==> config.mk <==
export PLATFORM = sky130hd
export DESIGN_NAME = alu_operand_stage
export DESIGN_NICKNAME = d
export VERILOG_FILES = /design/src/rtl/alu_operand_stage.sv
export SDC_FILE = /design/constraint.sdc
export NUM_CORES = 1
export LEC_CHECK = 0
export ABC_AREA = 1
export BUFFER_PORTS_ARGS = -buffer_cell sky130_fd_sc_hd__buf_2
export CAP_MARGIN = 20
export CORE_MARGIN = 4
export CORE_UTILIZATION = 40
export CTS_BUF_LIST = sky130_fd_sc_hd__clkbuf_4 sky130_fd_sc_hd__clkbuf_8
export DETAILED_ROUTE_END_ITERATION = 6
export HOLD_SLACK_MARGIN = 0.02
export PLACE_DENSITY = 0.74
export SYNTH_ARGS = -nofsm -noshare
export SYNTH_HDL_FRONTEND = slang
export SYNTH_SLANG_ARGS = --single-unit
==> constraint.sdc <==
create_clock -name clk -period 1.4 [get_ports clk]
set_input_delay 0.21 -clock clk [delete_from_list [all_inputs] [get_ports clk]]
set_output_delay 0.21 -clock clk [all_outputs]
set_load 0.01 [all_outputs]
==> src/rtl/alu_operand_stage.sv <==
// ID/EX pipeline register with EX-stage operand forwarding from MEM/WB
// and load-use hazard detection reported back to decode.
module alu_operand_stage #(
  parameter int unsigned WIDTH   = 32,
  parameter int unsigned REGBITS = 5
) (
  input  logic               clk,
  input  logic               reset,
  input  logic               stall,
  input  logic               flush,
  input  logic [WIDTH-1:0]   rd1D,
  input  logic [WIDTH-1:0]   rd2D,
  input  logic [REGBITS-1:0] rsD,
  input  logic [REGBITS-1:0] rtD,
  input  logic [REGBITS-1:0] rdD,
  input  logic [WIDTH-1:0]   signimmD,
  input  logic [4:0]         shamtD,
  input  logic [3:0]         alucontrolD,
  input  logic               alusrcD,
  input  logic               regdstD,
  input  logic               regwriteD,
  input  logic               memwriteD,
  input  logic               memtoregD,
  input  logic               regwriteM,
  input  logic [REGBITS-1:0] writeregM,
  input  logic [WIDTH-1:0]   aluoutM,
  input  logic               regwriteW,
  input  logic [REGBITS-1:0] writeregW,
  input  logic [WIDTH-1:0]   resultW,
  output logic [WIDTH-1:0]   srcaE,
  output logic [WIDTH-1:0]   srcbE,
  output logic [WIDTH-1:0]   writedataE,
  output logic [4:0]         shamtE,
  output logic [3:0]         alucontrolE,
  output logic [REGBITS-1:0] writeregE,
  output logic               regwriteE,
  output logic               memwriteE,
  output logic               memtoregE,
  output logic               validE,
  output logic [1:0]         forwardaE,
  output logic [1:0]         forwardbE,
  output logic               lwstallD
);

  logic [WIDTH-1:0]   r_rd1;
  logic [WIDTH-1:0]   r_rd2;
  logic [WIDTH-1:0]   r_signimm;
  logic [REGBITS-1:0] r_rs;
  logic [REGBITS-1:0] r_rt;
  logic [REGBITS-1:0] r_writereg;
  logic [4:0]         r_shamt;
  logic [3:0]         r_alucontrol;
  logic               r_alusrc;
  logic               r_regwrite;
  logic               r_memwrite;
  logic               r_memtoreg;
  logic               r_valid;

  logic [1:0]         w_fwda;
  logic [1:0]         w_fwdb;
  logic [WIDTH-1:0]   w_srca;
  logic [WIDTH-1:0]   w_writedata;
  logic               w_lwstall;

  // EX register bank: reset/flush load a side-effect-free bubble, stall holds
  always_ff @(posedge clk) begin
    if (reset || flush) begin
      r_rd1        <= '0;
      r_rd2        <= '0;
      r_signimm    <= '0;
      r_rs         <= '0;
      r_rt         <= '0;
      r_writereg   <= '0;
      r_shamt      <= '0;
      r_alucontrol <= '0;
      r_alusrc     <= 1'b0;
      r_regwrite   <= 1'b0;
      r_memwrite   <= 1'b0;
      r_memtoreg   <= 1'b0;
      r_valid      <= 1'b0;
    end else if (!stall) begin
      r_rd1        <= rd1D;
      r_rd2        <= rd2D;
      r_signimm    <= signimmD;
      r_rs         <= rsD;
      r_rt         <= rtD;
      r_writereg   <= regdstD ? rdD : rtD;
      r_shamt      <= shamtD;
      r_alucontrol <= alucontrolD;
      r_alusrc     <= alusrcD;
      r_regwrite   <= regwriteD;
      r_memwrite   <= memwriteD;
      r_memtoreg   <= memtoregD;
      r_valid      <= 1'b1;
    end
  end

  // Forward select: MEM beats WB, register 0 is hard-wired and never forwarded
  always_comb begin
    w_fwda = 2'b00;
    w_fwdb = 2'b00;
    if (regwriteM && (writeregM != '0) && (writeregM == r_rs))
      w_fwda = 2'b10;
    else if (regwriteW && (writeregW != '0) && (writeregW == r_rs))
      w_fwda = 2'b01;
    if (regwriteM && (writeregM != '0) && (writeregM == r_rt))
      w_fwdb = 2'b10;
    else if (regwriteW && (writeregW != '0) && (writeregW == r_rt))
      w_fwdb = 2'b01;
  end

  always_comb begin
    w_srca      = r_rd1;
    w_writedata = r_rd2;
    case (w_fwda)
      2'b10:   w_srca = aluoutM;
      2'b01:   w_srca = resultW;
      default: w_srca = r_rd1;
    endcase
    case (w_fwdb)
      2'b10:   w_writedata = aluoutM;
      2'b01:   w_writedata = resultW;
      default: w_writedata = r_rd2;
    endcase
  end

  // Gated by reset so a load still sitting in EX cannot raise a stall while resetting
  assign w_lwstall = !reset && r_valid && r_memtoreg && r_regwrite &&
                     (r_writereg != '0) &&
                     ((r_writereg == rsD) || (r_writereg == rtD));

  assign srcaE       = w_srca;
  assign writedataE  = w_writedata;
  assign srcbE       = r_alusrc ? r_signimm : w_writedata;
  assign shamtE      = r_shamt;
  assign alucontrolE = r_alucontrol;
  assign writeregE   = r_writereg;
  assign regwriteE   = r_regwrite;
  assign memwriteE   = r_memwrite;
  assign memtoregE   = r_memtoreg;
  assign validE      = r_valid;
  assign forwardaE   = w_fwda;
  assign forwardbE   = w_fwdb;
  assign lwstallD    = w_lwstall;

endmodule

==> impl_metrics.toml, run 1 <==
[cells_and_area]
seq_area_sq_mm = 0.00253
multi_input_area_sq_mm = 0.00481
post-route-util = 0.758
layout.nets = 1701
area_growth_pct = 85.8
nFillCells = 1079
drive_gt1_frac = 0.462

[routing]
firstDrtPassIters = 7
vias = 9701
routed_wirelength_um = 37500
ant_nets = 0
drc_errors = 1
drtIter0Drc = 785
wl_per_cell_um = 21.7
via_per_inst = 5.60

[floorplanning]
die_h_um = 138
die_x_um = 138
pin_count = 324
row_count = 47
core-area_sq_mm = 0.0165
initial_core_util = 0.408
fp.dieArea_sq_mm = 0.0190

[power]
seqPwrFrac = 0.388
p_int_mw = 6.86
powerDensity_mw_per_mm2 = 775
swShare = 0.293
switching_power_mw = 2.84
p_leak_nw = 6.23
combPwrFrac = 0.227
ir_worst_vdd_v = 0.000556
clkPwrFrac = 0.386

[synthesis]
postSynthNetCount = 1240
async_flop_share = 0
syn_inst = 1035
ys_warn_count = 0
ys_types = 30
syn_area_sq_mm = 0.00674
synth_seq_cells = 125
yosysSeqAreaShare = 0.371
synth_edf_count = 0
syn_area_per_cell_sq_um = 6.51
synth_top_flop_cell = "dfxtp_1"

[grt]
grt_pass1_vias = 9473
overflow = 0
grt_start_max_net_pins = 61
grt_pass1_wl_um = 50900
track_usage = 0.350
antenna_found_initial = 5

[clock_network]
clock_path_buffers = 2
cts_buffers = 17
clkTransAtPathRegs_ps = 80
cts_max_level = 4
clockRootBuffer = "clkbuf_8"
cts_sinks = 125
clock_latency_ps = 450
tritoncts = "yes"

[timing]
finalWorstSetupSlack_ps = -1090
skew_ps = 0
grt_setup_unrepaired = "yes"
min_period_over_period = 1.78
drv_slew = 0
finalSetupViolCount = 101
relSlewSlack = 0.642
max_freq_mhz = 402
hold_slack_ps = 43.9
tightest_slew_ps = 537
hold_viol_final = 0
period_minus_slack_ps = 2490

[critical_path]
critPathLaunchType = "flop"
timing.critical_path.required_ps = 1190
crit_path_end_kind = "output port"
critPathMaxFanout = 17
crit_type = "flop to output port"
critPathArrivalTime_ps = 2280

[place]
gp_congestion = 0.917
hpwl_um = 20600
portBuffers = 323
preCtsSetupSlack_ps = -444

[hold_path]
hold_path.class = "primary input to flop"

[run]
cap_viol_max_count = 0

[run_status]
status = "finished with violations"
violations = "design-rule violations, negative setup slack"
## cell usage in the layout (no fill, tap or decap), drive strengths merged, types with 6 or more instances in the layout
| cell | Yosys | final |
|---|---|---|
| xor2 | 10 | 10 |
| dlygate4sd3 | 0 | 107 |
| clkbuf | 33 | 25 |
| nor2 | 24 | 24 |
| a21oi | 119 | 119 |
| inv | 29 | 29 |
| o21ai | 8 | 8 |
| dfxtp | 125 | 125 |
| a211oi | 6 | 6 |
| clkinv | 0 | 7 |
| nand2 | 481 | 481 |
| buf | 41 | 402 |
| nand3 | 133 | 133 |
| xnor2 | 10 | 10 |
## critical path, stage by stage, from the launching register on
cell and delay [ps]:
dfxtp_4 370, xnor2_2 150, nand2_2 90, nor2_4 120, nand3_4 170, buf_12 210, nand3_1 270, nand3_2 140
buf_4 150, buf_2 130
## cells in the mapped netlist (2+ instances only)
cell	number	area [sq um]
nor2_1	20	75.1
nand2_1	481	1810
buf_2	19	95.1
nand3_2	35	350
xnor2_1	10	87.6
xor2_1	10	87.6
o22ai_1	2	12.5
a21oi_1	119	596
o21ai_0	8	40.0
inv_2	6	22.5
dfxtp_1	125	2500
nand3_1	98	490
buf_6	7	78.8
nor2_2	2	12.5
nand3b_1	2	15.0
nand4_1	2	12.5
nor2_4	2	22.5
buf_1	6	22.5
buf_4	9	67.6
clkbuf_1	33	124
inv_1	23	86.3
mux2_2	3	33.8
a211oi_1	6	45.0
## stage by stage
| stage | setup TNS [ps] | instances | cell area, sq um | total power [mW] |
|---|---|---|---|---|
| after floorplan | -3320 | 1035 | 7130 | 4.56 |
| after global placement | -32270 | 1561 | 9320 | 5.36 |
| after detailed placement | -34760 | 1561 | 9320 | 5.37 |
| after CTS | -82270 | 1717 | 11900 | 9.49 |
| after global routing | -99300 | 1731 | 12500 | 10.0 |
| final | -88250 | 1732 | 12500 | 9.70 |
## state kept, by name, indices dropped and copies added (netlist names)
name         flops
r_alusrc         1
r_rd2           32
writeregE        5
r_rt             5
memwriteE        1
alucontrolE      4
memtoregE        1
r_rs             5
r_signimm       32
regwriteE        1
shamtE           5
r_rd1           32
validE           1
## area by class of cell
cell class              instances  area share
inverters                      29      0.0101
well taps                     220      0.0220
multi-input cells             807       0.385
repair buffers                516       0.344
clock inverters                14      0.0175
clock buffers                  18      0.0193
flip-flops and latches        125       0.202
diodes                          3    0.000600
## cells by family (layout without fill, tap and decap cells)
family / count (synthesis) / in the layout / share of synthesized area
AO/OA/AOI/OAI: 138 / 138 / 0.107
XOR/XNOR: 20 / 20 / 0.0260
buffers and inverters: 103 / 577 / 0.0737
flip-flops: 125 / 125 / 0.371
multiplexers: 3 / 3 / 0.00501
other: 0 / 3 / 0
AND/OR/NAND/NOR: 646 / 646 / 0.417
## path summary, 6_finish.rpt
kind                  start              to  slack (ps)  cells past startpoint
setup / recovery    r_rt[0]  writedataE[24]       -1090                      9
hold / removal     rd2D[31]       r_rd2[31]          40                      3
setup reg to reg   r_alusrc        r_alusrc         380                      3
hold reg to reg   shamtE[2]       shamtE[2]         460                      2
## metal layers
layer | up-vias | part of all wire | wire, um | track usage
li1 | 4268 | - | - | -
met1 | 4396 | 0.34 | 12800 | 0.395
met2 | 805 | 0.47 | 17800 | 0.572
met3 | 228 | 0.12 | 4450 | 0.105
met4 | 4 | 0.066 | 2480 | 0.229
met5 | - | 0.00085 | 32 | 0
## power groups by stage
stage / registers [mW] / clock network [mW] / logic, mW
2_1_floorplan: 3.82 / 0 / 0.736
4_1_cts: 3.75 / 3.76 / 1.98
6_report: 3.76 / 3.74 / 2.20
5_1_grt: 3.77 / 3.93 / 2.32
3_5_place_dp: 3.83 / 0 / 1.55
3_3_place_gp: 3.82 / 0 / 1.54
## timing repair
| item | 4_1_cts | 5_1_grt |
|---|---|---|
| pin swaps | 24 | 29 |
| gates cloned | 7 | 7 |
| hold buffers | 107 | 0 |
| setup buffers | 13 | 8 |
| endpoints found under the setup margin | 101 | 101 |
| gates resized for setup | 189 | 97 |
| endpoints found under the hold margin | 107 | 0 |
Power figures use the tool's default switching activity.
==> inputs of run 2 (changes only) <==
--- a/config.mk
+++ b/config.mk
@@ -5,15 +5,14 @@
 export SDC_FILE = /design/constraint.sdc
 export NUM_CORES = 1
 export LEC_CHECK = 0
-export ABC_AREA = 1
 export BUFFER_PORTS_ARGS = -buffer_cell sky130_fd_sc_hd__buf_2
-export CAP_MARGIN = 20
+export CAP_MARGIN = 30
 export CORE_MARGIN = 4
 export CORE_UTILIZATION = 40
 export CTS_BUF_LIST = sky130_fd_sc_hd__clkbuf_4 sky130_fd_sc_hd__clkbuf_8
 export DETAILED_ROUTE_END_ITERATION = 6
 export HOLD_SLACK_MARGIN = 0.02
-export PLACE_DENSITY = 0.74
+export PLACE_DENSITY = 0.73
 export SYNTH_ARGS = -nofsm -noshare
 export SYNTH_HDL_FRONTEND = slang
 export SYNTH_SLANG_ARGS = --single-unit
==> run 2 against run 1 <==
  * The flow finishes with violations (negative setup slack)
  * Non-clock buffer count shrank 8
  * Power is 8.0% lower
  * Critical path depth decreased by 2
  * Critical path type unchanged
==> impl_metrics.toml, run 2 <==
[clock_network]
clock_path_buffers = 2
clockRootBuffer = "clkbuf_8"
cts_max_level = 4
cts_sinks = 125
clock_latency_ps = 430
cts_buffers = 17
tritoncts = "yes"
clkTransAtPathRegs_ps = 70

[cells_and_area]
reg_top3 = "r_rd1 x32, r_rd2 x32, r_signimm x32"
drive_gt1_frac = 0.444
multi_input_area_sq_mm = 0.00466
num_antenna_cells = 0
layout.nets = 1461
layout_common_cells = "316 x buf_2, 163 x nor2_1, 150 x mux2i_1"
post-route-util = 0.712
layout_commonest_cell = "buf_2"
area_growth_pct = 74.3
seq_area_sq_mm = 0.00252
nFillCells = 1159

[hold_path]
min_path_cells = 3
worstHoldStart = "signimmD[22]"
hold_path_end = "r_signimm[22]"
hold_path.class = "primary input to flop"

[floorplanning]
row_count = 47
die_h_um = 138
core-area_sq_mm = 0.0166
initial_core_util = 0.408
fp.dieArea_sq_mm = 0.0191
pin_count = 324
die_x_um = 138

[synthesis]
ys_types = 27
synthMuxAreaShare = 0.277
synth_xor_area_frac = 0.0387
synth_top_family_by_area = "multiplexers"
async_flop_share = 0
yosys.area.top_type_share = 0.368
synth_top_cell_by_area = "dfxtp_1"
syn_area_sq_mm = 0.00680
synth_top_flop_cell = "dfxtp_1"
synth_compound_area_frac = 0.0963
postSynthNetCount = 999
yosys-top-cells-area = "dfxtp_1 37%, mux2i_1 28%, nor2_1 9.0%"
synth.most_common_cell = "mux2i_1"
yosys.area_share.simple = 0.151
ys_warn_count = 0
synth_common_cells = "188 x mux2i_1, 163 x nor2_1, 125 x dfxtp_1, 39 x nor3_1, 38 x a21oi_1"
synth_seq_cells = 125
synth_edf_count = 0
syn_area_per_cell_sq_um = 8.56
yosys.area_share.adder = 0
syn_inst = 794
yosysSeqAreaShare = 0.368

[timing]
setup_tns_ps = -94510
finalWorstSetupSlack_ps = -1050
min_period_over_period = 1.75
max_freq_mhz = 408
drv_slew = 0
grt_setup_unrepaired = "yes"
skew_ps = 0
tightest_slew_ps = 564
finalSetupViolCount = 101
hold_viol_final = 0
relSlewSlack = 0.624
period_minus_slack_ps = 2450

[routing]
via_per_inst = 5.39
ant_nets = 0
drtIter0Drc = 467
wl_per_cell_um = 19.5
routed_wirelength_um = 29000
firstDrtPassIters = 6
drc_errors = 0
vias = 8021

[grt]
grt_pass1_wl_um = 43000
antenna_found_initial = 0
track_usage = 0.277
grt_pass1_vias = 8171
grt_start_max_net_pins = 126
overflow = 0

[critical_path]
critPathLaunchType = "flop"
rr_worst_depth = 3
critPathMaxFanout = 15
timing.critical_path.required_ps = 1190
regToRegEndpoint = "r_alusrc"
crit_path_end_kind = "output port"
reg2reg_slack_ps = 470
critPathArrivalTime_ps = 2240
r2r-start = "r_alusrc"
crit_type = "flop to output port"

[power]
finalPower_mw = 8.92
p_leak_nw = 5.38
ir_worst_vdd_v = 0.000573
powerDensity_mw_per_mm2 = 753

[place]
portBuffers = 323
gp_congestion = 0.995
hpwl_um = 17400

[run]
cap_viol_max_count = 0

[run_status]
status = "finished with violations"
violations = "negative setup slack"
-- run 2: cell count changes in the layout (fill, tap and decap cells not counted), sizes merged, moves of 10 or more --
cell / change
nand2: -449
mux2i: +188
nor2: +140
nand3: -130
a21oi: -81
nor3: +38
a221oi: +32
o21ai: +24
xor2: +10
-- run 2: kinds of logic after synthesis --
logic type | Yosys count
AND/OR/NAND/NOR | 247
multiplexers | 188
flip-flops | 125
AO/OA/AOI/OAI | 105
buffers and inverters | 99
XOR/XNOR | 30
-- run 2: how the worst max path moves through the flow --
stage	start	end	slack, ps	cells past startpoint
finish	r_rt[4]	writedataE[3]	-1050	7
floorplan	writeregW[1]	srcbE[10]	-560	7
global placement	writeregW[1]	srcbE[9]	-880	8
global route	r_rt[2]	srcbE[21]	-1170	8
CTS	r_rt[2]	srcbE[3]	-1060	7
detailed placement	writeregW[1]	srcbE[9]	-910	8
-- run 2: stage by stage --
step                      cells  hold WS [ps]  cell area (sq um)  worst slack (ps)
after detailed placement   1325           446               9220              -914
final                      1487          48.8              11800             -1050
after floorplan             794           354               7070              -559
after global placement     1325           438               9220              -883
after CTS                  1481          20.2              11300             -1060
after global routing       1487          35.2              11800             -1170
-- run 2: where the power goes --
part | internal, mW | switching (mW) | total [mW]
Clock | 1.65 | 1.39 | 3.04
Combinational | 1.11 | 1.01 | 2.11
Sequential | 3.67 | 0.0923 | 3.76
-- run 2: layer usage --
layer / up-vias / share of wire / track usage
met2: 449 / 0.50 / 0.485
met1: 3785 / 0.38 / 0.317
li1: 3673 / - / -
met5: - / 0 / 0
met3: 114 / 0.076 / 0.0767
met4: 0 / 0.040 / 0.116
-- run 2: repair_timing --
action / 4_1_cts / 5_1_grt
pin swaps: 11 / 41
gates resized for setup: 71 / 94
endpoints found under the setup margin: 101 / 101
cloned: 11 / 4
setup buffers: 14 / 7
hold endpoints to repair: 102 / 1
hold buffers: 102 / 1
-- run 2: final cells by class --
cell class,instances,area share
multi-input combinational,570,0.394
timing repair buffer,508,0.327
tap,220,0.0232
sequential,125,0.213
clock buffer,24,0.0268
clock inverter,6,0.00507
inverter,34,0.0110
-- run 2: worst max-delay path, stage by stage, from the launching register on --
cell	delay [ps]
dfxtp_4	350
xor2_1	140
nor3_1	190
and4_4	310
buf_12	200
mux2i_2	320
a21oi_1	140
buf_2	160
==> inputs of run 3 (changes only) <==
--- a/config.mk
+++ b/config.mk
@@ -8,11 +8,11 @@
 export BUFFER_PORTS_ARGS = -buffer_cell sky130_fd_sc_hd__buf_2
 export CAP_MARGIN = 30
 export CORE_MARGIN = 4
-export CORE_UTILIZATION = 40
+export CORE_UTILIZATION = 44
 export CTS_BUF_LIST = sky130_fd_sc_hd__clkbuf_4 sky130_fd_sc_hd__clkbuf_8
 export DETAILED_ROUTE_END_ITERATION = 6
 export HOLD_SLACK_MARGIN = 0.02
-export PLACE_DENSITY = 0.73
+export PLACE_DENSITY = 0.8
 export SYNTH_ARGS = -nofsm -noshare
 export SYNTH_HDL_FRONTEND = slang
 export SYNTH_SLANG_ARGS = --single-unit
==> run 3 against run 2 <==
  * The flow still finishes with violations (negative setup slack)
  * Sequential cell count unchanged
  * Via count up 4.1%
  * Sequential share of layout area hardly changed
  * Maximum frequency fell by 2.3%
==> impl_metrics.toml, run 3 (synthesized netlist as in run 2, its figures left out) <==
[run_status]
status = "finished with violations"
violations = "negative setup slack"

[cells_and_area]
layout_commonest_cell = "buf_2"
multi_input_area_sq_mm = 0.00481
area_growth_pct = 75.1
seq_area_sq_mm = 0.00253
layout_common_cells = "317 x buf_2, 163 x nor2_1, 143 x mux2i_1"
layout.nets = 1463
stdcell_area_sq_mm = 0.0119
drive_gt1_frac = 0.469
reg_top3 = "r_rd1 x32, r_rd2 x32, r_signimm x32"
nFillCells = 879

[floorplanning]
row_count = 45
die_x_um = 132
core-area_sq_mm = 0.0151
initial_core_util = 0.449
fp.dieArea_sq_mm = 0.0175
die_h_um = 132
pin_count = 324

[timing]
finalSetupViolCount = 101
setup_tns_ps = -98970
max_freq_mhz = 399
finalWorstSetupSlack_ps = -1110
relSlewSlack = 0.612
drv_slew = 0
tightest_slew_ps = 582
min_period_over_period = 1.79
skew_ps = 0
grt_setup_unrepaired = "yes"
period_minus_slack_ps = 2510
hold_viol_final = 0

[clock_network]
clkTransAtPathRegs_ps = 80
cts_max_level = 4
tritoncts = "yes"
cts_buffers = 17
clock_latency_ps = 440
clockRootBuffer = "clkbuf_8"
cts_sinks = 125
clock_path_buffers = 2

[routing]
via_per_inst = 5.72
drtIter0Drc = 585
wl_per_cell_um = 21.5
firstDrtPassIters = 5
vias = 8353
routed_wirelength_um = 31400
drc_errors = 0
ant_nets = 0

[grt]
grt_pass1_vias = 8578
track_usage = 0.320
grt_start_max_net_pins = 126
antenna_found_initial = 2
overflow = 0
grt_pass1_wl_um = 45000

[power]
finalPower_mw = 9.02
switching_power_mw = 2.68
combPwrFrac = 0.238
p_leak_nw = 5.42
ir_worst_vdd_v = 0.000575
swShare = 0.297
seqPwrFrac = 0.418
powerDensity_mw_per_mm2 = 758
p_int_mw = 6.33
clkPwrFrac = 0.344

[critical_path]
r2r-start = "r_rs[3]"
crit_path_end_kind = "output port"
crit_path_max_incr_delay_ps = 360
crit_type = "flop to output port"
rr_worst_depth = 4
crit_slowest_cell = "dfxtp_4"
critPathMaxFanout = 8
path_cells = "xor2_1 > nor3_1 > and4_4 > buf_12 > mux2i_4 > buf_6 > a21oi_2 > buf_2"
critPathArrivalTime_ps = 2300
regToRegEndpoint = "r_rs[3]"
reg2reg_slack_ps = 480
timing.critical_path.required_ps = 1190
critPathLaunchType = "flop"

[hold_path]
min_path_cells = 3
hold_path_end = "r_rs[1]"
hold_path.class = "primary input to flop"
worstHoldStart = "rsD[1]"

[place]
gp_congestion = 0.934
portBuffers = 323
hpwl_um = 17000
postPlaceCellArea_sq_mm = 0.00916

[run]
cap_viol_max_count = 0
-- run 3: cell count changes in the layout (fill, tap and decap cells not counted), moves of 7 or more --
cell,delta
a21oi_1,-11
a21oi_2,+10
a221oi_2,+7
a221oi_4,-7
mux2i_1,-7
mux2i_4,+8
nand2_1,-8
nand2_4,+8
o21ai_1,-10
o21ai_2,+10
-- run 3: final cells by class --
| cell class | count | area share |
|---|---|---|
| Multi-Input combinational cell | 570 | 0.404 |
| Timing Repair Buffer | 510 | 0.320 |
| Sequential cell | 125 | 0.213 |
| Tap cell | 188 | 0.0198 |
| Clock buffer | 17 | 0.0197 |
| Clock inverter | 15 | 0.0125 |
| Inverter | 34 | 0.0109 |
| Antenna cell | 2 | 0.000421 |
-- run 3: per-layer routing --
layer / track usage / vias up / wire length (um)
met1: 0.345 / 3931 / 11200
met2: 0.569 / 575 / 15800
met5: 0 / - / 0
met3: 0.0802 / 167 / 2450
met4: 0.182 / 0 / 1960
li1: - / 3680 / -
-- run 3: critical path: cells and delay by family, from the launching register on --
family,cells,cell delay (ps)
AND/OR/NAND/NOR,2,530
AO/OA/AOI/OAI,1,50
flip-flops,1,360
buffers and inverters,3,480
XOR/XNOR,1,140
multiplexers,1,280
-- run 3: worst max-delay path by stage --
| stage | to | from |
|---|---|---|
| global route | writedataE[12] | r_rt[2] |
| detailed placement | srcbE[9] | writeregW[1] |
| floorplan | srcbE[10] | writeregW[1] |
| finish | writedataE[12] | r_rt[2] |
| global placement | srcbE[9] | writeregW[1] |
| CTS | srcbE[29] | r_rt[4] |
-- run 3: repair_timing --
item	in CTS	in global routing
buffers inserted	20	11
endpoints found under the hold margin	106	0
gates resized for setup	110	97
gates cloned	9	5
pin swaps	28	42
hold buffers	106	0
setup endpoints to repair	101	101
-- run 3: per-stage QoR --
step	hold slack, ps	worst slack [ps]	instances	util
finish	42.0	-1110	1461	0.786
global route	21.1	-1200	1461	0.786
CTS	23.3	-1100	1459	0.761
detailed placement	445	-897	1293	0.605
global placement	437	-889	1293	0.605
floorplan	354	-559	794	-
-- run 3: power groups by stage --
stage	combinational (mW)	sequential [mW]	clock (mW)
2_1_floorplan	0.843	3.82	0
3_3_place_gp	1.58	3.82	0
3_5_place_dp	1.60	3.83	0
4_1_cts	1.98	3.75	3.13
5_1_grt	2.27	3.78	3.32
6_report	2.14	3.77	3.11
